### config.mk
export PLATFORM = sky130hd
export DESIGN_NAME = imsic_msi_axil_slave_flat
export DESIGN_NICKNAME = d
export VERILOG_FILES = /design/src/rtl/imsic_pkg.sv /design/src/rtl/imsic_msi_axil_slave_if.sv /design/src/rtl/imsic_msi_decode.sv /design/src/rtl/imsic_msi_axil_slave.sv /design/src/flat_wrapper.sv
export SDC_FILE = /design/constraint.sdc
export NUM_CORES = 1
export LEC_CHECK = 0
export BUFFER_PORTS_ARGS = -buffer_cell sky130_fd_sc_hd__clkbuf_2
export CORE_MARGIN = 8
export CORE_UTILIZATION = 28
export CTS_BUF_LIST = sky130_fd_sc_hd__clkbuf_8 sky130_fd_sc_hd__clkbuf_16
export DETAILED_ROUTE_END_ITERATION = 16
export GPL_ROUTABILITY_DRIVEN = 0
export GPL_TIMING_DRIVEN = 0
export SYNTH_ARGS = -nofsm -noshare
export SYNTH_HDL_FRONTEND = slang
export SYNTH_SLANG_ARGS = --single-unit
### constraint.sdc
create_clock -name i_clk -period 5.8 [get_ports i_clk]
set_input_delay 0.87 -clock i_clk [delete_from_list [all_inputs] [get_ports i_clk]]
set_output_delay 0.87 -clock i_clk [all_outputs]
set_load 0.01 [all_outputs]
### src/rtl/imsic_pkg.sv
// Shared constants and types for the IMSIC MSI write responder.
package imsic_pkg;

  localparam logic [1:0]  RESP_OKAY        = 2'b00;
  localparam logic [1:0]  RESP_DECERR      = 2'b11;
  localparam logic [11:0] SETEIPNUM_LE_OFF = 12'h000;
  localparam logic [11:0] SETEIPNUM_BE_OFF = 12'h004;
  localparam int unsigned PAGE_SHIFT       = 12;

  typedef enum logic [0:0] {StIdle, StResp} state_e;

  function automatic logic [31:0] bswap32(input logic [31:0] w);
    return {w[7:0], w[15:8], w[23:16], w[31:24]};
  endfunction

endpackage

### src/rtl/imsic_msi_axil_slave_if.sv
// AXI-Lite write channel (AW/W/B) between the bus master and the MSI responder.
interface imsic_msi_axil_slave_if #(
  parameter int unsigned AXI_ADDR_WIDTH = 64,
  parameter int unsigned AXI_DATA_WIDTH = 64
);
  logic                        aw_valid;
  logic                        aw_ready;
  logic [AXI_ADDR_WIDTH-1:0]   aw_addr;
  logic                        w_valid;
  logic                        w_ready;
  logic [AXI_DATA_WIDTH-1:0]   w_data;
  logic [AXI_DATA_WIDTH/8-1:0] w_strb;
  logic                        b_valid;
  logic                        b_ready;
  logic [1:0]                  b_resp;

  modport master (
    output aw_valid, aw_addr, w_valid, w_data, w_strb, b_ready,
    input  aw_ready, w_ready, b_valid, b_resp
  );

  modport slave (
    input  aw_valid, aw_addr, w_valid, w_data, w_strb, b_ready,
    output aw_ready, w_ready, b_valid, b_resp
  );
endinterface

### src/rtl/imsic_msi_decode.sv
// Combinational decode of one MSI write into target IMSIC, file and identity.
module imsic_msi_decode
  import imsic_pkg::*;
#(
  parameter int unsigned NR_SRC         = 30,
  parameter int unsigned NR_IMSICS      = 1,
  parameter int unsigned NR_INTP_FILES  = 2,
  parameter int unsigned INTP_FILE_LEN  = $clog2(NR_INTP_FILES),
  parameter int unsigned NR_SRC_LEN     = $clog2(NR_SRC),
  parameter int unsigned AXI_ADDR_WIDTH = 64,
  parameter int unsigned AXI_DATA_WIDTH = 64,
  parameter logic [63:0] BASE_ADDR      = 64'h2400_0000
) (
  input  logic [AXI_ADDR_WIDTH-1:0]   i_addr,
  input  logic [AXI_DATA_WIDTH-1:0]   i_data,
  input  logic [AXI_DATA_WIDTH/8-1:0] i_strb,
  output logic                        o_decerr,
  output logic                        o_hit,
  output logic [NR_IMSICS-1:0]        o_imsic_en,
  output logic [INTP_FILE_LEN-1:0]    o_file,
  output logic [NR_SRC_LEN-1:0]       o_id
);

  localparam logic [AXI_ADDR_WIDTH-1:0] Base = AXI_ADDR_WIDTH'(BASE_ADDR);

  logic [AXI_ADDR_WIDTH-1:0] w_off;
  logic [AXI_ADDR_WIDTH-1:0] w_page;
  logic [AXI_ADDR_WIDTH-1:0] w_imsic_idx;
  logic [INTP_FILE_LEN-1:0]  w_file;
  logic                      w_below;
  logic                      w_imsic_oor;
  logic                      w_file_oor;
  logic                      w_lane;
  logic [31:0]               w_word;
  logic [3:0]                w_lane_strb;
  logic                      w_is_le;
  logic                      w_is_be;
  logic [31:0]               w_id32;
  logic                      w_id_ok;

  assign w_off       = i_addr - Base;
  assign w_page      = w_off >> PAGE_SHIFT;
  assign w_file      = w_page[INTP_FILE_LEN-1:0];
  assign w_imsic_idx = w_page >> INTP_FILE_LEN;

  assign w_below     = i_addr < Base;
  assign w_imsic_oor = w_imsic_idx >= AXI_ADDR_WIDTH'(NR_IMSICS);
  assign w_file_oor  = 32'(w_file) >= NR_INTP_FILES;
  assign o_decerr    = w_below || w_imsic_oor || w_file_oor;

  // On a 64-bit bus the 32-bit register sits in the lane picked by addr[2].
  assign w_lane      = (AXI_DATA_WIDTH >= 64) ? i_addr[2] : 1'b0;
  assign w_word      = 32'(i_data >> {w_lane, 5'd0});
  assign w_lane_strb = 4'(i_strb >> {w_lane, 2'd0});

  assign w_is_le = (w_off[11:0] == SETEIPNUM_LE_OFF);
  assign w_is_be = (w_off[11:0] == SETEIPNUM_BE_OFF);
  assign w_id32  = w_is_be ? bswap32(w_word) : w_word;
  assign w_id_ok = (w_id32 != 32'd0) && (w_id32 <= 32'(NR_SRC - 1));

  assign o_hit  = !o_decerr && (w_is_le || w_is_be) && (&w_lane_strb) && w_id_ok;
  assign o_id   = w_id32[NR_SRC_LEN-1:0];
  assign o_file = w_file;

  always_comb begin
    o_imsic_en = '0;
    for (int unsigned i = 0; i < NR_IMSICS; i++) begin
      if (w_imsic_idx == AXI_ADDR_WIDTH'(i)) o_imsic_en[i] = 1'b1;
    end
  end

endmodule

### src/rtl/imsic_msi_axil_slave.sv
// AXI-Lite write responder: terminates MSI writes and pulses setipnum toward the interrupt files.
module imsic_msi_axil_slave
  import imsic_pkg::*;
#(
  parameter int unsigned NR_SRC                = 30,
  parameter int unsigned NR_IMSICS             = 1,
  parameter int unsigned NR_VS_FILES_PER_IMSIC = 0,
  parameter int unsigned NR_INTP_FILES         = 2 + NR_VS_FILES_PER_IMSIC,
  parameter int unsigned INTP_FILE_LEN         = $clog2(NR_INTP_FILES),
  parameter int unsigned NR_SRC_LEN            = $clog2(NR_SRC),
  parameter int unsigned AXI_ADDR_WIDTH        = 64,
  parameter int unsigned AXI_DATA_WIDTH        = 64,
  parameter logic [63:0] BASE_ADDR             = 64'h2400_0000
) (
  input  logic                     i_clk,
  input  logic                     ni_rst,
  imsic_msi_axil_slave_if.slave    axi,
  output logic                     o_setipnum_valid,
  output logic [NR_SRC_LEN-1:0]    o_setipnum,
  output logic [NR_IMSICS-1:0]     o_imsic_en,
  output logic [INTP_FILE_LEN-1:0] o_select_file
);

  state_e                      r_state;
  state_e                      w_state_next;
  logic                        r_aw_full;
  logic                        r_w_full;
  logic [AXI_ADDR_WIDTH-1:0]   r_aw_addr;
  logic [AXI_DATA_WIDTH-1:0]   r_w_data;
  logic [AXI_DATA_WIDTH/8-1:0] r_w_strb;
  logic [1:0]                  r_b_resp;
  logic                        r_pulse;
  logic [NR_SRC_LEN-1:0]       r_setipnum;
  logic [NR_IMSICS-1:0]        r_imsic_en;
  logic [INTP_FILE_LEN-1:0]    r_select_file;

  logic                        w_aw_hs;
  logic                        w_w_hs;
  logic                        w_go;
  logic [AXI_ADDR_WIDTH-1:0]   w_addr;
  logic [AXI_DATA_WIDTH-1:0]   w_data;
  logic [AXI_DATA_WIDTH/8-1:0] w_strb;
  logic                        w_dec_decerr;
  logic                        w_dec_hit;
  logic [NR_IMSICS-1:0]        w_dec_imsic_en;
  logic [INTP_FILE_LEN-1:0]    w_dec_file;
  logic [NR_SRC_LEN-1:0]       w_dec_id;

  assign axi.aw_ready = (r_state == StIdle) && !r_aw_full;
  assign axi.w_ready  = (r_state == StIdle) && !r_w_full;
  assign axi.b_valid  = (r_state == StResp);
  assign axi.b_resp   = r_b_resp;

  assign w_aw_hs = axi.aw_valid && axi.aw_ready;
  assign w_w_hs  = axi.w_valid && axi.w_ready;

  // Decode sees the channel being accepted this edge, or the held copy.
  assign w_addr = r_aw_full ? r_aw_addr : axi.aw_addr;
  assign w_data = r_w_full ? r_w_data : axi.w_data;
  assign w_strb = r_w_full ? r_w_strb : axi.w_strb;
  assign w_go   = (r_state == StIdle) && (r_aw_full || w_aw_hs) && (r_w_full || w_w_hs);

  imsic_msi_decode #(
    .NR_SRC         (NR_SRC),
    .NR_IMSICS      (NR_IMSICS),
    .NR_INTP_FILES  (NR_INTP_FILES),
    .INTP_FILE_LEN  (INTP_FILE_LEN),
    .NR_SRC_LEN     (NR_SRC_LEN),
    .AXI_ADDR_WIDTH (AXI_ADDR_WIDTH),
    .AXI_DATA_WIDTH (AXI_DATA_WIDTH),
    .BASE_ADDR      (BASE_ADDR)
  ) u_decode (
    .i_addr     (w_addr),
    .i_data     (w_data),
    .i_strb     (w_strb),
    .o_decerr   (w_dec_decerr),
    .o_hit      (w_dec_hit),
    .o_imsic_en (w_dec_imsic_en),
    .o_file     (w_dec_file),
    .o_id       (w_dec_id)
  );

  always_comb begin
    w_state_next = r_state;
    unique case (r_state)
      StIdle:  if (w_go) w_state_next = StResp;
      StResp:  if (axi.b_ready) w_state_next = StIdle;
      default: w_state_next = StIdle;
    endcase
  end

  always_ff @(posedge i_clk or negedge ni_rst) begin
    if (!ni_rst) r_state <= StIdle;
    else         r_state <= w_state_next;
  end

  always_ff @(posedge i_clk or negedge ni_rst) begin
    if (!ni_rst) begin
      r_aw_full <= 1'b0;
      r_w_full  <= 1'b0;
      r_aw_addr <= '0;
      r_w_data  <= '0;
      r_w_strb  <= '0;
    end else begin
      if (w_aw_hs) r_aw_addr <= axi.aw_addr;
      if (w_w_hs) begin
        r_w_data <= axi.w_data;
        r_w_strb <= axi.w_strb;
      end
      if (w_go) begin
        r_aw_full <= 1'b0;
        r_w_full  <= 1'b0;
      end else begin
        if (w_aw_hs) r_aw_full <= 1'b1;
        if (w_w_hs)  r_w_full  <= 1'b1;
      end
    end
  end

  // Sideband is only loaded on the IDLE->RESP edge, so the pulse lasts one cycle.
  always_ff @(posedge i_clk or negedge ni_rst) begin
    if (!ni_rst) begin
      r_b_resp      <= RESP_OKAY;
      r_pulse       <= 1'b0;
      r_setipnum    <= '0;
      r_imsic_en    <= '0;
      r_select_file <= '0;
    end else if (w_go) begin
      r_b_resp      <= w_dec_decerr ? RESP_DECERR : RESP_OKAY;
      r_pulse       <= w_dec_hit;
      r_setipnum    <= w_dec_hit ? w_dec_id : '0;
      r_imsic_en    <= w_dec_hit ? w_dec_imsic_en : '0;
      r_select_file <= w_dec_hit ? w_dec_file : '0;
    end else begin
      r_pulse       <= 1'b0;
      r_setipnum    <= '0;
      r_imsic_en    <= '0;
      r_select_file <= '0;
      if (axi.b_valid && axi.b_ready) r_b_resp <= RESP_OKAY;
    end
  end

  assign o_setipnum_valid = r_pulse;
  assign o_setipnum       = r_setipnum;
  assign o_imsic_en       = r_imsic_en;
  assign o_select_file    = r_select_file;

endmodule

### src/flat_wrapper.sv
// flat-port wrapper written by rule: the top's interface ports become plain ports
module imsic_msi_axil_slave_flat import imsic_pkg::*;
#(
  parameter int unsigned NR_SRC                = 30,
  parameter int unsigned NR_IMSICS             = 1,
  parameter int unsigned NR_VS_FILES_PER_IMSIC = 0,
  parameter int unsigned NR_INTP_FILES         = 2 + NR_VS_FILES_PER_IMSIC,
  parameter int unsigned INTP_FILE_LEN         = $clog2(NR_INTP_FILES),
  parameter int unsigned NR_SRC_LEN            = $clog2(NR_SRC),
  parameter int unsigned AXI_ADDR_WIDTH        = 64,
  parameter int unsigned AXI_DATA_WIDTH        = 64,
  parameter logic [63:0] BASE_ADDR             = 64'h2400_0000
)
  (i_clk, ni_rst, o_setipnum_valid, o_setipnum, o_imsic_en, o_select_file, axi_aw_valid, axi_aw_addr, axi_w_valid, axi_w_data, axi_w_strb, axi_b_ready, axi_aw_ready, axi_w_ready, axi_b_valid, axi_b_resp);
  imsic_msi_axil_slave_if #(.AXI_ADDR_WIDTH(AXI_ADDR_WIDTH), .AXI_DATA_WIDTH(AXI_DATA_WIDTH)) axi_i ();
  input  logic i_clk;
  input  logic ni_rst;
  output logic o_setipnum_valid;
  output logic [NR_SRC_LEN-1:0] o_setipnum;
  output logic [NR_IMSICS-1:0] o_imsic_en;
  output logic [INTP_FILE_LEN-1:0] o_select_file;
  input wire logic [$bits(axi_i.aw_valid)-1:0] axi_aw_valid;
  input wire logic [$bits(axi_i.aw_addr)-1:0] axi_aw_addr;
  input wire logic [$bits(axi_i.w_valid)-1:0] axi_w_valid;
  input wire logic [$bits(axi_i.w_data)-1:0] axi_w_data;
  input wire logic [$bits(axi_i.w_strb)-1:0] axi_w_strb;
  input wire logic [$bits(axi_i.b_ready)-1:0] axi_b_ready;
  output wire logic [$bits(axi_i.aw_ready)-1:0] axi_aw_ready;
  output wire logic [$bits(axi_i.w_ready)-1:0] axi_w_ready;
  output wire logic [$bits(axi_i.b_valid)-1:0] axi_b_valid;
  output wire logic [$bits(axi_i.b_resp)-1:0] axi_b_resp;
  assign axi_i.aw_valid = axi_aw_valid;
  assign axi_i.aw_addr = axi_aw_addr;
  assign axi_i.w_valid = axi_w_valid;
  assign axi_i.w_data = axi_w_data;
  assign axi_i.w_strb = axi_w_strb;
  assign axi_i.b_ready = axi_b_ready;
  assign axi_aw_ready = axi_i.aw_ready;
  assign axi_w_ready = axi_i.w_ready;
  assign axi_b_valid = axi_i.b_valid;
  assign axi_b_resp = axi_i.b_resp;
  imsic_msi_axil_slave #(.NR_SRC(NR_SRC), .NR_IMSICS(NR_IMSICS), .NR_VS_FILES_PER_IMSIC(NR_VS_FILES_PER_IMSIC), .NR_INTP_FILES(NR_INTP_FILES), .INTP_FILE_LEN(INTP_FILE_LEN), .NR_SRC_LEN(NR_SRC_LEN), .AXI_ADDR_WIDTH(AXI_ADDR_WIDTH), .AXI_DATA_WIDTH(AXI_DATA_WIDTH), .BASE_ADDR(BASE_ADDR)) u_core (.i_clk(i_clk), .ni_rst(ni_rst), .axi(axi_i), .o_setipnum_valid(o_setipnum_valid), .o_setipnum(o_setipnum), .o_imsic_en(o_imsic_en), .o_select_file(o_select_file));
endmodule
==> flow_summary.ini, run 1 <==
[status]
status = finished clean

[floorplanning]
core_um2 = 27500
ioPinCount = 154
rows = 61
die_w_um = 182
die-area_um2 = 33200
die_height_um = 182
start_util_pct = 28.2

[placement]
dp.cells = 1140
post-dp-hpwl_um = 18000
placement.io_buffers = 153
placed_area_um2 = 8970
pre_cts_slack_ns = -0.368

[pwr]
p_comb_share_pct = 37.6
p_int_mw = 3.06
clockPowerShare_pct = 23.4
powerDensity_nw_per_um2 = 502
seqPwrFrac_pct = 39.0
total_power_mw = 4.81
p_sw_share_pct = 36.4
power_switching_mw = 1.75
leakage_nw = 3.96
ir_drop_uv = 184

[logic_synthesis]
syn_area_per_cell_um2 = 12.1
synth_commonest_cells = dfrtp_1 (148), mux2_2 (142), nor3_1 (37)
yosysTopAreaCell = dfrtp_1
ys_seq_elements = 148
synth_top_area_share_pct = 47.9
yosysWarnings = 0
synth_edf_count = 0
syn_inst = 640
synth-seq-area-share_pct = 47.9
yosys.cell_types.count = 61
synth_area_leaders = dfrtp_1 (48%), mux2_2 (21%), mux2i_1 (4.0%)
syn-num-nets = 783
async_flop_share_pct = 100
synthMostInstantiatedCell = dfrtp_1
synth_ff_type = dfrtp_1
netlist_area_um2 = 7740

[drt]
dr.pass1.iters = 7
vias_per_cell = 5.20
via_count = 6100
ant_nets = 0
drcViolationCount = 0
wl_per_cell_um = 19.8
wirelength_um = 23300
drt_iter0_markers = 484

[clock_tree]
clock_sinks = 148
insertion_delay_ns = 0.44
clk_path_buf_depth = 2
tritoncts = yes
h-tree-depth = 4
postCtsSetupRepairBufs = 0
clkTransAtPathRegs_ns = 0.07
cts_root_buf = clkbuf_16
cts_made_buffers = 17
holdBufCountCts = 0

[global_routing]
antenna_found_initial = 5
grt_max_degree = 101
gr-total-overflow = 0
grt_pass1_wl_um = 36300
track_usage_pct = 14.2
grt_pass1_vias = 6400

[worst_setup_path]
path_buf_inv = 6
cp_top_family = simple AND/OR/NAND/NOR gates
end_kind = register
worstPathMaxFanout = 19
crit_required_ns = 6.16
cp_common_cell = buf_2
cpMaxStageDelayCell = or4b_1
crit_path_start_kind = register
worst_ep_arrival_time_ns = 5.81
critical_path_class = register to register
max_stage_delay_ns = 0.56
crit_chain = buf_4, buf_2, buf_2, buf_2, clkbuf_4, mux2_2, inv_1, ha_1, nor2b_1, o22ai_1, or4b_1, or4b_1, a211o_1, or4_4, nor4_4, nor2b_1

[layout]
final_area_um2 = 9580
nFillCells = 2732
fin_nets = 955
drive_gt1_share_pct = 43.5
utilization_pct = 34.9
stdcell_count = 1172
area_delta_synth_final_pct = 23.8

[worst_hold_path]
hold_class = input port to async pin

[timing]
period_needed_ns = 5.45
fin_worst_skew_ns = 0.0130
whs_ns = 0.387
grt_setup_unrepaired = no
worst_slew_pin_slew_ns = 0.861
setup_tns_ns = 0
hold_viol = 0
finalWorstSetupSlack_ns = 0.348
setup_violations = 0
relSlewSlack_pct = 42.6
finalCritPeriodShare_pct = 94.0
fmax_mhz = 183
slew_viol_final = 0

[job]
drv_cap = 0
[cell families (layout without fill, tap and decap cells)]
family	Yosys count	after routing	share of synthesized area, %
simple gates	192	192	14.8
mux	184	184	27.9
flops	148	148	47.9
compound gates	69	69	6.08
buf+inv	36	221	2.05
xor+xnor	9	9	1.02
fa+ha+maj	2	2	0.323
other cells	0	1	0
[worst paths after layout]
kind                                                 start                                to  slack [ns]  cells past startpoint
setup / recovery              u_core.r_aw_full$_DFFE_PN0P_    u_core.o_setipnum[4]$_DFF_PN0_        0.35                     16
hold / removal                                      ni_rst  u_core.r_aw_addr[18]$_DFFE_PN0P_        0.39                      1
setup reg to reg              u_core.r_aw_full$_DFFE_PN0P_    u_core.o_setipnum[4]$_DFF_PN0_        0.35                     16
hold reg to reg            u_core.r_w_data[32]$_DFFE_PN0P_   u_core.r_w_data[32]$_DFFE_PN0P_        0.50                      1
max in group asynchronous                           ni_rst   u_core.r_w_data[35]$_DFFE_PN0P_        4.54                      2
min in group i_clk         u_core.r_w_data[32]$_DFFE_PN0P_   u_core.r_w_data[32]$_DFFE_PN0P_        0.50                      1
[area by class of cell]
type | instances | area [um2] | share of cell area [%]
multi-input combinational | 456 | 3870 | 40.4
sequential | 148 | 3700 | 38.7
timing repair buffer | 154 | 802 | 8.37
tap | 346 | 433 | 4.52
clock buffer | 17 | 425 | 4.44
clock inverter | 15 | 180 | 1.88
buffer | 31 | 143 | 1.49
inverter | 4 | 15.0 | 0.157
antenna | 1 | 2.50 | 0.0261
[placed cells by master (no fill, tap or decap), types with 6 or more instances in the layout]
cell / synthesis / final
mux2_2: 142 / 142
mux2i_1: 31 / 31
nor3_1: 37 / 37
nand2_1: 11 / 11
or4_1: 6 / 6
mux4_2: 11 / 11
o21ai_0: 9 / 9
or3_1: 7 / 7
nor2_1: 26 / 26
nand4_1: 6 / 6
nor4b_1: 10 / 10
clkbuf_2: 0 / 152
o22ai_1: 9 / 9
dfrtp_1: 148 / 148
clkbuf_16: 0 / 17
buf_2: 7 / 6
nor3b_1: 12 / 12
nor2b_1: 9 / 9
nor4_1: 32 / 32
and3_1: 7 / 7
a21oi_1: 15 / 15
clkbuf_1: 19 / 19
nand3_1: 12 / 12
[power by group through the flow]
stage	clock network, mW	registers, mW	logic (mW)
2_1_floorplan	0	1.78	1.37
3_3_place_gp	0	1.87	1.79
3_5_place_dp	0	1.89	1.82
4_1_cts	1.15	1.87	1.82
5_1_grt	1.20	1.94	1.97
6_report	1.12	1.88	1.81
[registers in the layout (all words and copies together) (netlist names), 5 cells and up]
signal             cells
u_core.r_w_strb        8
u_core.r_w_data       64
u_core.r_aw_addr      64
u_core.o_setipnum      5
[layer usage]
metal | wire length [um] | part of all wire, % | GRT usage (%) | vias up
met5 | 53 | 0.23 | 0 | -
met4 | 254 | 1.1 | 3.84 | 10
met3 | 1970 | 8.5 | 5.33 | 31
met2 | 11000 | 47 | 22.7 | 225
met1 | 10000 | 43 | 17.6 | 3028
li1 | - | - | - | 2806
[what timing repair did]
item,4_1_cts,5_1_grt
setup endpoints to repair,8,7
pin swaps,0,1
gates resized for setup,0,1
Power figures use the tool's default switching activity.
==> inputs of run 2 (changes only) <==
Settings changed: CTS_CLUSTER_SIZE set to 25.
Clock period 5.8 ns to 6.5 ns, I/O delays scaled along.
==> run 2 against run 1 <==
  * Core utilization about the same
  * Sequential share of layout area about the same
  * Fmax decreased by 11%
  * Highest routed layer unchanged
  * Worst hold slack improved by 0.10 ns
  * Non-clock buffer count increased by 1
  * Final area about the same
  * Clock-buffer cell count unchanged
==> flow_summary.ini, run 2 (synthesis gave the netlist of run 1 again) <==
[clock_tree]
ctsResizeCount = 0
clkTransAtPathRegs_ns = 0.07
tritoncts = yes
clock_sinks = 148
holdBufCountCts = 0
insertion_delay_ns = 0.44
h-tree-depth = 4
cts_made_buffers = 17
cts_root_buf = clkbuf_16
clk_path_buf_depth = 2
postCtsSetupRepairBufs = 0

[pwr]
ir_drop_uv = 165
power_switching_mw = 1.57
seqPwrFrac_pct = 39.0
p_comb_share_pct = 37.6
leakage_nw = 3.96
p_int_mw = 2.73
p_sw_share_pct = 36.5
powerDensity_nw_per_um2 = 448
clockPowerShare_pct = 23.3

[global_routing]
grt_pass1_wl_um = 36500
grt_max_degree = 101
grt_pass1_vias = 6419
gr-total-overflow = 0
track_usage_pct = 14.3
antenna_found_initial = 5

[timing]
relSlewSlack_pct = 42.3
period_needed_ns = 6.14
setup_tns_ns = 0
grt_setup_unrepaired = no
finalCritPeriodShare_pct = 94.5
fmax_mhz = 163
finalWorstSetupSlack_ns = 0.358
hold_viol = 0
setup_violations = 0
slew_viol_final = 0
worst_slew_pin_slew_ns = 0.865
fin_worst_skew_ns = 0.0134

[worst_setup_path]
reg2reg_slack_ns = 0.36
crit_path_start_kind = register
endpoint = u_core.o_setipnum[4]$_DFF_PN0_
reg2reg_from = u_core.r_aw_full$_DFFE_PN0P_
crit_required_ns = 6.86
rr_worst_depth = 17
worstReg2RegEnd = u_core.o_setipnum[4]$_DFF_PN0_
worstPathMaxFanout = 10
crit_start = u_core.r_aw_full$_DFFE_PN0P_
worst_ep_arrival_time_ns = 6.50
critical_path_class = register to register
end_kind = register

[layout]
utilization_pct = 34.9
fin_nets = 956
mostFrequentLayoutCells = clkbuf_2 (152), dfrtp_1 (148), mux2_2 (142)
drive_gt1_share_pct = 43.5
final-seq-area_um2 = 3700
multiInputGateArea_um2 = 3870
layout_commonest_cell = clkbuf_2
nFillCells = 2733
reg_top3 = u_core.r_aw_addr (64), u_core.r_w_data (64), u_core.r_w_strb (8)
area_delta_synth_final_pct = 23.8

[drt]
ant_nets = 0
dr.pass1.iters = 5
via_count = 6120
drt_iter0_markers = 463
drcViolationCount = 0
vias_per_cell = 5.22
wirelength_um = 23400
wl_per_cell_um = 19.9

[worst_hold_path]
hold_class = input port to async pin

[placement]
pre_cts_slack_ns = 0.332
post-dp-hpwl_um = 18000
placement.io_buffers = 153

[floorplanning]
die_height_um = 182
die-area_um2 = 33200
rows = 61
start_util_pct = 28.2
die_w_um = 182
ioPinCount = 154
core_um2 = 27500

[job]
drv_cap = 0

[status]
status = finished clean
[run 2: changes by cell type in the layout (fill, tap and decap cells not counted), sizes merged]
cell | previous run | this run
buf | 12 | 14
clkbuf | 190 | 189
[run 2: cell type report]
type | count | area share, %
clock buffers | 17 | 4.44
multi-input cells | 456 | 40.4
flip-flops and latches | 148 | 38.7
well taps | 346 | 4.52
inverters | 4 | 0.157
clock inverters | 15 | 1.88
repair buffers | 154 | 8.37
plain buffers | 32 | 1.50
diodes | 1 | 0.0261
[run 2: metrics by stage]
step	power [mW]	hold WS, ns	area, um2	instances
final	4.29	0.487	9580	1173
after global placement	3.26	0.481	8930	1139
after detailed placement	3.31	0.491	8970	1140
after CTS	4.33	0.496	9580	1172
after global routing	4.57	0.512	9580	1172
after floorplan	2.81	0.472	7740	640
[run 2: worst min-delay path by stage]
stage / endpoint / cells after the start
after detailed placement: u_core.r_w_data[62]$_DFFE_PN0P_ / 1
after global routing: u_core.r_aw_addr[18]$_DFFE_PN0P_ / 1
after CTS: u_core.r_aw_addr[16]$_DFFE_PN0P_ / 1
final: u_core.r_aw_addr[18]$_DFFE_PN0P_ / 1
after global placement: u_core.r_w_data[62]$_DFFE_PN0P_ / 1
after floorplan: u_core.r_w_data[62]$_DFFE_PN0P_ / 1
[run 2: metal layers]
| metal | track usage (%) | vias up | share of wire [%] |
|---|---|---|---|
| li1 | - | 2810 | - |
| met1 | 17.8 | 3046 | 44 |
| met2 | 22.9 | 221 | 47 |
| met3 | 5.31 | 33 | 8.1 |
| met4 | 3.97 | 10 | 1.3 |
| met5 | 0 | - | 0.23 |
[run 2: power groups by stage]
stage | sequential (mW) | combinational, mW | clock (mW)
global route | 1.73 | 1.76 | 1.07
finish | 1.68 | 1.62 | 1.00
detailed placement | 1.68 | 1.63 | 0
floorplan | 1.59 | 1.23 | 0
global placement | 1.67 | 1.59 | 0
CTS | 1.67 | 1.63 | 1.03
[run 2: critical path, stage by stage (launching register included)]
cell and delay, ns:
dfrtp_1 0.38, buf_4 0.18, buf_2 0.24, buf_2 0.27, buf_2 0.33, buf_2 0.37
buf_1 0.66, mux2_2 0.43, inv_1 0.06, ha_1 0.18, nor2b_1 0.19, o22ai_1 0.15
or4b_1 0.56, or4b_1 0.53, a211o_1 0.31, or4_4 0.46, nor4_4 0.52, nor2b_1 0.23
